`config.mk`:
```
export PLATFORM = sky130hd
export DESIGN_NAME = rptr_empty_ctrl
export DESIGN_NICKNAME = d
export VERILOG_FILES = /design/src/rtl/rptr_empty_ctrl.sv
export SDC_FILE = /design/constraint.sdc
export NUM_CORES = 1
export LEC_CHECK = 0
export BUFFER_PORTS_ARGS = -buffer_cell sky130_fd_sc_hd__buf_4
export CAP_MARGIN = 40
export CORE_MARGIN = 5
export CORE_UTILIZATION = 40
export DETAILED_ROUTE_END_ITERATION = 7
export SLEW_MARGIN = 20
export SYNTH_ARGS = -nofsm -noshare
export SYNTH_HDL_FRONTEND = slang
export SYNTH_SLANG_ARGS = --single-unit
```
`constraint.sdc`:
```
create_clock -name rclk -period 4.05 [get_ports rclk]
set_input_delay 0 -clock rclk [delete_from_list [all_inputs] [get_ports rclk]]
set_output_delay 0 -clock rclk [all_outputs]
set_load 0.02 [all_outputs]
```
`src/rtl/rptr_empty_ctrl.sv`:
```
// Read-domain pointer and flag controller for an async FIFO.
// Owns the read pointer. Compares it against the synchronized Gray write pointer to produce empty/level flags.
module rptr_empty_ctrl #(
  parameter int ASIZE         = 4,
  parameter int AEMPTY_THRESH = 2
) (
  input  logic             rclk,
  input  logic             rrst_n,
  input  logic             rinc,
  input  logic [ASIZE:0]   rq2_wptr,
  input  logic             ruflow_clr,
  output logic [ASIZE-1:0] raddr,
  output logic [ASIZE:0]   rptr,
  output logic             rempty,
  output logic             raempty,
  output logic [ASIZE:0]   rlevel,
  output logic             runderflow
);

  localparam logic [ASIZE:0] THR = (ASIZE+1)'(AEMPTY_THRESH);

  logic [ASIZE:0] rbin_q, rbin_d;
  logic [ASIZE:0] rptr_q, rptr_d;
  logic [ASIZE:0] rlevel_q, rlevel_d;
  logic           rempty_q, rempty_d;
  logic           raempty_q, raempty_d;
  logic           runderflow_q, runderflow_d;
  logic           rpop;
  logic [ASIZE:0] wbin_s;
  logic [ASIZE:0] diff;

  // XOR prefix from the MSB down recovers binary from Gray
  function automatic logic [ASIZE:0] gray2bin(input logic [ASIZE:0] g);
    logic [ASIZE:0] b;
    b[ASIZE] = g[ASIZE];
    for (int i = ASIZE - 1; i >= 0; i--) b[i] = b[i+1] ^ g[i];
    return b;
  endfunction

  always_comb begin
    rpop         = rinc & ~rempty_q;
    rbin_d       = rbin_q + {{ASIZE{1'b0}}, rpop};
    rptr_d       = (rbin_d >> 1) ^ rbin_d;
    wbin_s       = gray2bin(rq2_wptr);
    diff         = wbin_s - rbin_d;
    rempty_d     = (rptr_d == rq2_wptr);
    rlevel_d     = diff;
    raempty_d    = (diff <= THR);
    runderflow_d = runderflow_q;
    // an illegal pop on the same cycle as a clear must not be lost
    if (rinc & rempty_q)  runderflow_d = 1'b1;
    else if (ruflow_clr)  runderflow_d = 1'b0;
  end

  always_ff @(posedge rclk or negedge rrst_n) begin
    if (!rrst_n) begin
      rbin_q       <= '0;
      rptr_q       <= '0;
      rlevel_q     <= '0;
      rempty_q     <= 1'b1;
      raempty_q    <= 1'b1;
      runderflow_q <= 1'b0;
    end else begin
      rbin_q       <= rbin_d;
      rptr_q       <= rptr_d;
      rlevel_q     <= rlevel_d;
      rempty_q     <= rempty_d;
      raempty_q    <= raempty_d;
      runderflow_q <= runderflow_d;
    end
  end

  assign raddr      = rbin_q[ASIZE-1:0];
  assign rptr       = rptr_q;
  assign rempty     = rempty_q;
  assign raempty    = raempty_q;
  assign rlevel     = rlevel_q;
  assign runderflow = runderflow_q;

endmodule

```
Word level (Yosys, flattened, before mapping)
Index checks and enable logic that the tools add are counted.

Bits in registers: 18. Input port bits: 9. Word-level logic and storage cells: 21.

Add/sub/neg operators: 2. $lt $le $gt $ge: 1. Equality and inequality tests: 1. Muxes and demuxes: 2. Bitwise logic cells: 8. Reductions and logical operators: 1.

Operators by type and width (count): adder 5 x 1 -> 5 bit (1); == test 5 bit (1); <= comparator 5 x 2 -> 1 bit, second input constant (1); subtractor 5 bit (1); XOR 4 x 5 -> 5 bit (1); XOR 1 bit (4); bitwise AND 1 bit (2); 2-to-1 mux 1 bit (2); nonzero test 2 bit (1); NOT 1 bit (1).

Longest topological paths before layout
Gate-level depths: netlist of the first run.

Word-level depth: 6. Mapped depth: 9. Mapped depth without buffers: 9.

Least setup slack after synthesis of the first run
OpenSTA, ideal clock, no wires.

Kind: reg2reg. Start: reg rempty_q, in the netlist rempty. End: reg raempty_q, in the netlist raempty. Arrival: 2.304 ns. Setup slack: 1.642 ns. Stages on the path, launching flop included: 10. Period minus slack after synthesis: 2.408 ns. Cells stage by stage: dfstp_2 > nor2b_1 > ha_1 > nand3_1 > xor2_1 > ha_1 > a21o_1 > a31oi_1 > xnor2_1 > a2111oi_2.

Cells in the longest elaborated chain, start to end: 5.

Ends and longest elaborated chain: start, declared (line 25) `logic rempty_q, rempty_d;`; start signal, assigned (line 67) `rempty_q <= rempty_d;`; NOT 1 bit (line 41) `rpop = rinc & ~rempty_q;`; bitwise AND 1 bit (line 41); adder 5 x 1 -> 5 bit (line 42) `rbin_d = rbin_q + {{ASIZE{1'b0}}, rpop};`; subtractor 5 bit (line 45) `diff = wbin_s - rbin_d;`; via diff[4] (line 30) `logic [ASIZE:0] diff;`; <= comparator 5 x 2 -> 1 bit (line 48) `raempty_d = (diff <= THR);`; via raempty_d (line 26) `logic raempty_q, raempty_d;`; end signal, assigned (line 68) `raempty_q <= raempty_d;`; end, declared (line 26).

The timed path passes the listed nets, and every way through them passes these cells. A chain may end at the register's enable or synchronous reset.

Worst setup path in the final report of the first run
Ends and elaborated chain as after synthesis.

==> results of run 1 <==
[registers in the layout, indices dropped and copies added (netlist names)]
| signal | cells |
|---|---|
| rptr | 4 |
| runderflow | 1 |
| raempty | 1 |
| rempty | 1 |
| rbin_q | 5 |
| rlevel | 5 |
[cell families after synthesis]
logic type | count (synthesis) | synth area share [%]
fa+ha+maj | 7 | 10.43
buf+inv | 9 | 4.527
xor+xnor | 23 | 25.51
compound gates | 8 | 6.584
simple gates | 9 | 6.036
flops | 17 | 46.91
[final cells by class]
cell class              count  area share [%]
flip-flops and latches     17           36.34
clock buffers               3           1.913
well taps                  28           2.976
repair buffers             28           18.49
clock inverters             1          0.4251
inverters                   7           2.232
multi-input cells          47           37.62
[final timing paths]
kind	end
worst min-delay path	rempty
min in group asynchronous	runderflow
worst max register to register	raempty
worst min register to register	rbin_q[4]
max in group asynchronous	raempty
worst max-delay path	raempty
[routing by layer]
metal	part of all wire, %	GRT usage, %	wire length, um
met1	44	14.44	722
met2	49	18.55	802
met3	5.4	2.004	87
met4	0.80	5.960	13
met5	0	0	0
[cells in the mapped netlist]
library cell	number
sky130_fd_sc_hd__a2111oi_2	1
sky130_fd_sc_hd__a21o_1	2
sky130_fd_sc_hd__a21oi_1	2
sky130_fd_sc_hd__a311oi_1	1
sky130_fd_sc_hd__a31oi_1	1
sky130_fd_sc_hd__and3b_1	1
sky130_fd_sc_hd__and4b_1	1
sky130_fd_sc_hd__buf_4	2
sky130_fd_sc_hd__dfrtp_1	15
sky130_fd_sc_hd__dfstp_2	2
sky130_fd_sc_hd__fa_1	1
sky130_fd_sc_hd__ha_1	6
sky130_fd_sc_hd__inv_1	7
sky130_fd_sc_hd__nand2_1	2
sky130_fd_sc_hd__nand3_1	2
sky130_fd_sc_hd__nand4_1	1
sky130_fd_sc_hd__nor2b_1	2
sky130_fd_sc_hd__o21ai_0	1
sky130_fd_sc_hd__xnor2_1	15
sky130_fd_sc_hd__xor2_1	6
sky130_fd_sc_hd__xor3_1	1
sky130_fd_sc_hd__xor3_2	1
[worst reg2reg max path: cells and delay by family, from the launching register on]
family	cells	cell delay (ns)
DFF	1	0.55
and+or+nand+nor	2	0.19
AOI/OAI and AO/OA	3	0.71
xor gates and xnor gates	2	0.42
adders and majority gates	2	0.59
[timing repair]
action	in CTS	in global routing
hold buffers	3	0
hold endpoints to repair	18	0
gates resized for setup	0	0
[per-stage QoR]
step                      instances  hold slack [ns]  worst slack, ns
after floorplan                  73          -0.2956            1.642
final                           131          0.03531            1.498
after CTS                       131          0.02415            1.454
after detailed placement        124          -0.1254            1.498
after global routing            131          0.04535            1.225
after global placement          124          -0.1256            1.537
[where the power goes]
part / switching, mW / leakage (nW) / internal, mW
sequential: 0.0594 / 0.199 / 0.266
clock: 0.0511 / 0.0177 / 0.0366
combinational: 0.396 / 0.355 / 0.351
total: 0.506 / 0.571 / 0.654
==> metrics.log, run 1 <==
INFO  metric multi_input_area = ~440 um^2
INFO  metric nets = 120
INFO  metric die_area = 0.003335 mm^2
INFO  metric power_density = 985.4 mW/mm^2
INFO  metric routed_via_density = 4.550
INFO  metric routed_wl = 1.626 mm
INFO  metric final_common_cell = sky130_fd_sc_hd__buf_4
INFO  metric placeableCoreArea = 0.002191 mm^2
INFO  metric antenna_violations_before_repair = 0
INFO  metric maxClockFrequency = 391.9 MHz
INFO  metric ir_drop = 0.5035 mV
INFO  metric critPathMostFrequentCell = sky130_fd_sc_hd__ha_1
INFO  metric post_synth.cell_area_avg = 12.49 um^2
INFO  metric route.detailed.wl_per_inst = 12.41 um
INFO  metric worst_path_max_delay_cell = sky130_fd_sc_hd__dfstp_2
INFO  metric largest_net_degree_at_the_start_of_global_routing = 18
INFO  metric layout.core_utilization = 53.74%
INFO  metric worst_skew_pair.late_latency = about 0.28 ns
INFO  metric cts_buffer_count = 3
INFO  metric timing.final.hold_violations = 0
INFO  metric critical_path.n_buffers_inverters = 0
INFO  metric timing.final.crit_share = 63.00%
INFO  metric maxCapViolations = 0
INFO  metric vias = 596
INFO  metric row_count = 17
INFO  metric route.antenna.remaining_nets = 0
INFO  metric leakagePower = 0.5709 nW
INFO  metric worstSetupEndpointType = flop
INFO  metric seq_cell_area = 427.9 um^2
INFO  metric ys_seq_area_share = 46.91%
INFO  metric commonest_non_fill_non_tap_cells_in_the_layout = sky130_fd_sc_hd__buf_4, sky130_fd_sc_hd__xnor2_1, sky130_fd_sc_hd__dfrtp_1
INFO  metric worst-endpoint-arrival = 2.74 ns
INFO  metric cts_sinks = 17
INFO  metric cts_root_buf = sky130_fd_sc_hd__clkbuf_4
INFO  metric global_route_wire_length_before_repair = 2.946 mm
INFO  metric totalNegativeSetupSlack = 0 ns
INFO  metric layout_cell_share_with_drive_strength_beyond_1 = between 30% and 40%
INFO  metric synth_top_area_share = 41.15%
INFO  metric logic_depth_of_the_worst_path_buffers_included = 9
INFO  metric io-pin-count = 26
INFO  metric drt_iter0_drc = 1
INFO  metric rsz0062_at_grt = no
INFO  metric max_slew_margin = 69.01%
INFO  metric clock_tree.htree_level_count = 1
INFO  metric num-fill-cells = 196
INFO  metric timing.reg2reg.worst_path_depth = 9
INFO  metric starting_density_of_the_core = 41.63%
INFO  metric track_usage = around 11%
INFO  metric cp_data_required_time = 4.24 ns
INFO  metric yosysWarningCount = 0
INFO  metric worst_path_largest_cell_delay = 0.55 ns
INFO  metric crit_path_cell_trace = nor2b_1 -> ha_1 -> nand3_1 -> xor2_1 -> ha_1 -> a21o_1 -> a31oi_1 -> xnor2_1 -> a2111oi_2
INFO  metric cts_setup_buffers = 0
INFO  metric timing.final.crit_period = 2.552 ns
INFO  metric total_power = 1.160 mW
INFO  metric postSynthNetCount = 89
INFO  metric crit_type = flop to flop
INFO  metric post_synth_instance_area = ~910 um^2
INFO  metric min_delay_path_depth = 3
INFO  metric timing.rr.start = rempty
INFO  metric first_global_vias = 645
INFO  metric floorplan.die.width = 57.75 um
INFO  metric ranking_of_synthesized_cells_by_area = sky130_fd_sc_hd__dfrtp_1, sky130_fd_sc_hd__xnor2_1, sky130_fd_sc_hd__ha_1
INFO  metric place_area = 0.001120 mm^2
INFO  metric place.gp.congestion = between 0.7 and 0.8
INFO  metric timing_worst_slew_pin_value = around 0.46 ns
INFO  metric fp.dieH = 57.75 um
INFO  metric critical_path.top_delay_family = compound AO/OA/AOI/OAI gates
INFO  metric post_synth_inst_count = 73
INFO  metric area_delta_synth_final = 29.08%
INFO  metric final-max-slew-violation-count = 0
INFO  metric flop_to_flop_setup_slack = 1.50 ns
INFO  metric final-setup-viol-count = 0
INFO  metric post_dp_hpwl = about 1.3 mm
INFO  metric library_cell_occupying_the_most_area_in_the_post_synthesis_netlist = sky130_fd_sc_hd__dfrtp_1
INFO  metric min_from = rq2_wptr[2]
INFO  metric cts_tree = done
INFO  metric path_max_fanout = 5
INFO  metric startpoint = rempty
INFO  metric min-delay-path-class = input port to flop
INFO  metric clk_pin_slew = 0.10 ns
INFO  metric drc_errors = 0
INFO  metric first_pass_iters = 3
INFO  metric netlist-cell-type-count = 22
INFO  metric worstSetupStartpointType = flop
INFO  metric layout.cell_area.non_filler = 0.001177 mm^2
INFO  metric antenna-diode-count = 0
INFO  metric skew = 0.001071 ns
INFO  metric synth.ff_latch_count = 17
INFO  metric clk_path_buf_depth = 2
INFO  metric grt_remaining_overflow = 0
INFO  metric outcome = completed
INFO  metric portBuffers = 25
Note: power is estimated with default switching activity, not from simulation.
==> run 2, diff against run 1 <==
--- a/config.mk
+++ b/config.mk
@@ -10,6 +10,7 @@
 export CORE_MARGIN = 5
 export CORE_UTILIZATION = 40
 export DETAILED_ROUTE_END_ITERATION = 7
+export PLACE_DENSITY = 0.67
 export SLEW_MARGIN = 20
 export SYNTH_ARGS = -nofsm -noshare
 export SYNTH_HDL_FRONTEND = slang
==> constraint.sdc (replaced) <==
create_clock -name rclk -period 2.08 [get_ports rclk]
set_input_delay 0 -clock rclk [delete_from_list [all_inputs] [get_ports rclk]]
set_output_delay 0 -clock rclk [all_outputs]
set_load 0.02 [all_outputs]
==> run 2 against run 1 <==
  * The flow now finishes with violations (negative setup slack)
  * Count of clock-buffer cells in the layout stayed put
  * Sequential share of layout area is 5.3 points lower
  * Clock skew barely moved
  * Sequential power is 100% higher
  * Non-clock buffer count increased by 14
  * Sequential cell count unchanged
  * Critical path depth stayed put
  * Combinational power up 140%
  * Critical endpoint unchanged
  * Core utilization increased by 9.1 points
  * Maximum frequency is 22% higher
  * Die area unchanged
  * Critical path type unchanged
  * Cell count up 11%
==> metrics.log, run 2 (same netlist as run 1, synthesis figures left out) <==
INFO  metric outcome = complete, but fails checks
INFO  metric violations = negative setup slack
INFO  metric final-max-slew-violation-count = 0 (unchanged)
INFO  metric layout.core_utilization = 62.82% (+9.1 points)
INFO  metric critPathMostFrequentCell = sky130_fd_sc_hd__ha_4
INFO  metric io-pin-count = 26 (unchanged)
INFO  metric clk_pin_slew = 0.09 ns (about the same)
INFO  metric timing.final.hold_violations = 0 (unchanged)
INFO  metric first_global_vias = 709 (+9.9%)
INFO  metric hold_ws = 0.04166 ns (+0.006353 ns)
INFO  metric final_common_cell = sky130_fd_sc_hd__buf_4
INFO  metric worst_path_largest_cell_delay = 0.57 ns (+0.02 ns)
INFO  metric cell_internal_pwr = 1.517 mW (+130%)
INFO  metric cts_tree = done
INFO  metric post_dp_hpwl = 1.457 mm (+8.6%)
INFO  metric worst_path_max_delay_cell = sky130_fd_sc_hd__dfstp_2
INFO  metric nets = 134 (+12%)
INFO  metric crit_type = flop to flop
INFO  metric cts_buffer_count = 3 (unchanged)
INFO  metric maxCapViolations = 0 (unchanged)
INFO  metric route.antenna.remaining_nets = 0 (unchanged)
INFO  metric route.detailed.wl_per_inst = 12.40 um (about the same)
INFO  metric drt_iter0_drc = 4 (+3)
INFO  metric power_frac_comb = 68.0% (+3.6 points)
INFO  metric global_route_wire_length_before_repair = 3.215 mm (+9.1%)
INFO  metric first_pass_iters = 4 (+1)
INFO  metric timing.final.crit_share = 100.5% (+37 points)
INFO  metric seq_power_share = 25.5% (-2.6 points)
INFO  metric drc_errors = 0 (unchanged)
INFO  metric clkPwrFrac = 6.5% (-1.1 points)
INFO  metric fp.dieH = 57.75 um (unchanged)
INFO  metric path_max_fanout = 3 (-2)
INFO  metric routed_wl = 1.798 mm (+11%)
INFO  metric worst-endpoint-arrival = 2.28 ns (-0.46 ns)
INFO  metric row_count = 17 (unchanged)
INFO  metric power_density = 1903 mW/mm^2 (+93%)
INFO  metric starting_density_of_the_core = 41.63% (unchanged)
INFO  metric cts_root_buf = sky130_fd_sc_hd__clkbuf_4
INFO  metric layout_cell_share_with_drive_strength_beyond_1 = 47.86% (+16 points)
INFO  metric portBuffers = 25 (unchanged)
INFO  metric cp_data_required_time = 2.27 ns (-1.97 ns)
INFO  metric maxClockFrequency = 478.5 MHz (+22%)
INFO  metric worstSetupEndpointType = flop
INFO  metric rsz0062_at_grt = yes
INFO  metric antenna_violations_before_repair = 0 (unchanged)
INFO  metric placeableCoreArea = 0.002191 mm^2 (unchanged)
INFO  metric place_area = 0.001272 mm^2 (+14%)
INFO  metric cts_sinks = 17 (unchanged)
INFO  metric worst_skew_pair.late_latency = 0.28 ns (about the same)
INFO  metric min-delay-path-class = input port to flop
INFO  metric swShare = 42.09% (-1.5 points)
INFO  metric clock_tree.htree_level_count = 1 (unchanged)
INFO  metric clk_path_buf_depth = 2 (unchanged)
INFO  metric leakagePower = 0.6541 nW (+15%)
INFO  metric max_slew_margin = 72.49% (+3.5 points)
INFO  metric ir_drop = 1.313 mV (+160%)
INFO  metric timing_worst_slew_pin_value = 0.4127 ns (-0.04890 ns)
INFO  metric timing.final.crit_period = 2.090 ns (-0.4615 ns)
INFO  metric place.gp.congestion = 0.7666 (+5.4%)
INFO  metric track_usage = 12.93% (+1.5 points)
INFO  metric skew = 0.0007436 ns (-0.0003275 ns)
INFO  metric totalNegativeSetupSlack = -0.01004 ns (-0.01004 ns)
INFO  metric critical_path.top_delay_family = flip-flops
INFO  metric commonest_non_fill_non_tap_cells_in_the_layout = sky130_fd_sc_hd__buf_4, sky130_fd_sc_hd__dfrtp_1, sky130_fd_sc_hd__xnor2_1
INFO  metric antenna-diode-count = 0 (unchanged)
INFO  metric largest_net_degree_at_the_start_of_global_routing = 18 (unchanged)
INFO  metric post-route-worst-setup-slack = -0.01004 ns (-1.509 ns)
INFO  metric worstSetupStartpointType = flop
INFO  metric num-fill-cells = 185 (-5.6%)
INFO  metric routed_via_density = 4.621 (+1.6%)
INFO  metric flop_to_flop_setup_slack = -0.01 ns (-1.51 ns)
INFO  metric grt_remaining_overflow = 0 (unchanged)
INFO  metric area_delta_synth_final = 50.89%
INFO  metric critical_path.n_buffers_inverters = 0 (unchanged)
INFO  metric crit_path_cell_trace = nor2b_4 -> ha_4 -> nand3_2 -> xor2_4 -> ha_4 -> a21o_1 -> a31oi_1 -> xnor2_1 -> a2111oi_2
INFO  metric vias = 670 (+12%)
INFO  metric floorplan.die.width = 57.75 um (unchanged)
INFO  metric die_area = 0.003335 mm^2 (unchanged)
INFO  metric layout.cell_area.non_filler = 0.001376 mm^2 (+17%)
INFO  metric final-setup-viol-count = 1 (+1)
INFO  metric netSwitchingPower = 1.103 mW (+120%)
-- run 2: path summary, 6_finish.rpt --
path	from	to	cells past startpoint
worst max register to register	rempty	raempty	9
max in group asynchronous	rrst_n	rempty	2
worst min-delay path	rq2_wptr[2]	rempty	3
worst min register to register	rbin_q[4]	rbin_q[4]	1
min in group asynchronous	rrst_n	rptr[1]	2
worst max-delay path	rempty	raempty	9
-- run 2: what timing repair did --
item                                    4_1_cts  5_1_grt
hold buffers                                  3        0
gates resized for setup                       3        1
pin swaps                                     4        0
buffers inserted                              1        0
hold endpoints to repair                     18        0
endpoints found under the setup margin        1        2
-- run 2: layout make-up --
type | count | area, um^2 | share of cell area [%]
inverter | 7 | 26.28 | 1.909
timing repair buffer | 42 | 322.8 | 23.45
sequential | 17 | 427.9 | 31.09
clock buffer | 3 | 22.52 | 1.636
clock inverter | 1 | 5.005 | 0.3636
tap | 28 | 35.03 | 2.545
multi-input combinational | 47 | 536.8 | 39.00
-- run 2: through the flow --
| stage | std cells | worst slack [ns] | total power, mW |
|---|---|---|---|
| after floorplan | 73 | -0.04986 | 1.795 |
| after global placement | 137 | -0.01474 | 2.341 |
| after detailed placement | 137 | -0.07780 | 2.379 |
| after CTS | 145 | -0.03349 | 2.642 |
| after global routing | 145 | -0.1894 | 2.860 |
| final | 145 | -0.01004 | 2.620 |
-- run 2: worst min-delay path: stages --
cell                      delay (ns)
sky130_fd_sc_hd__buf_4          0.10
sky130_fd_sc_hd__xnor2_1        0.06
sky130_fd_sc_hd__and3b_1        0.17
-- run 2: power groups by stage --
stage | Sequential (mW) | Combinational (mW) | Clock, mW
floorplan | 0.817 | 0.978 | 0
global placement | 0.654 | 1.69 | 0
detailed placement | 0.665 | 1.71 | 0
CTS | 0.664 | 1.80 | 0.178
global route | 0.698 | 1.97 | 0.198
finish | 0.668 | 1.78 | 0.172
-- run 2: per-layer routing --
| layer | GRT usage (%) | vias to the layer above | wire, um |
|---|---|---|---|
| met2 | 20.81 | 14 | 889 |
| li1 | - | 329 | - |
| met5 | 0 | - | 0 |
| met1 | 16.20 | 323 | 790 |
| met4 | 8.940 | 0 | 51 |
| met3 | 1.336 | 4 | 68 |
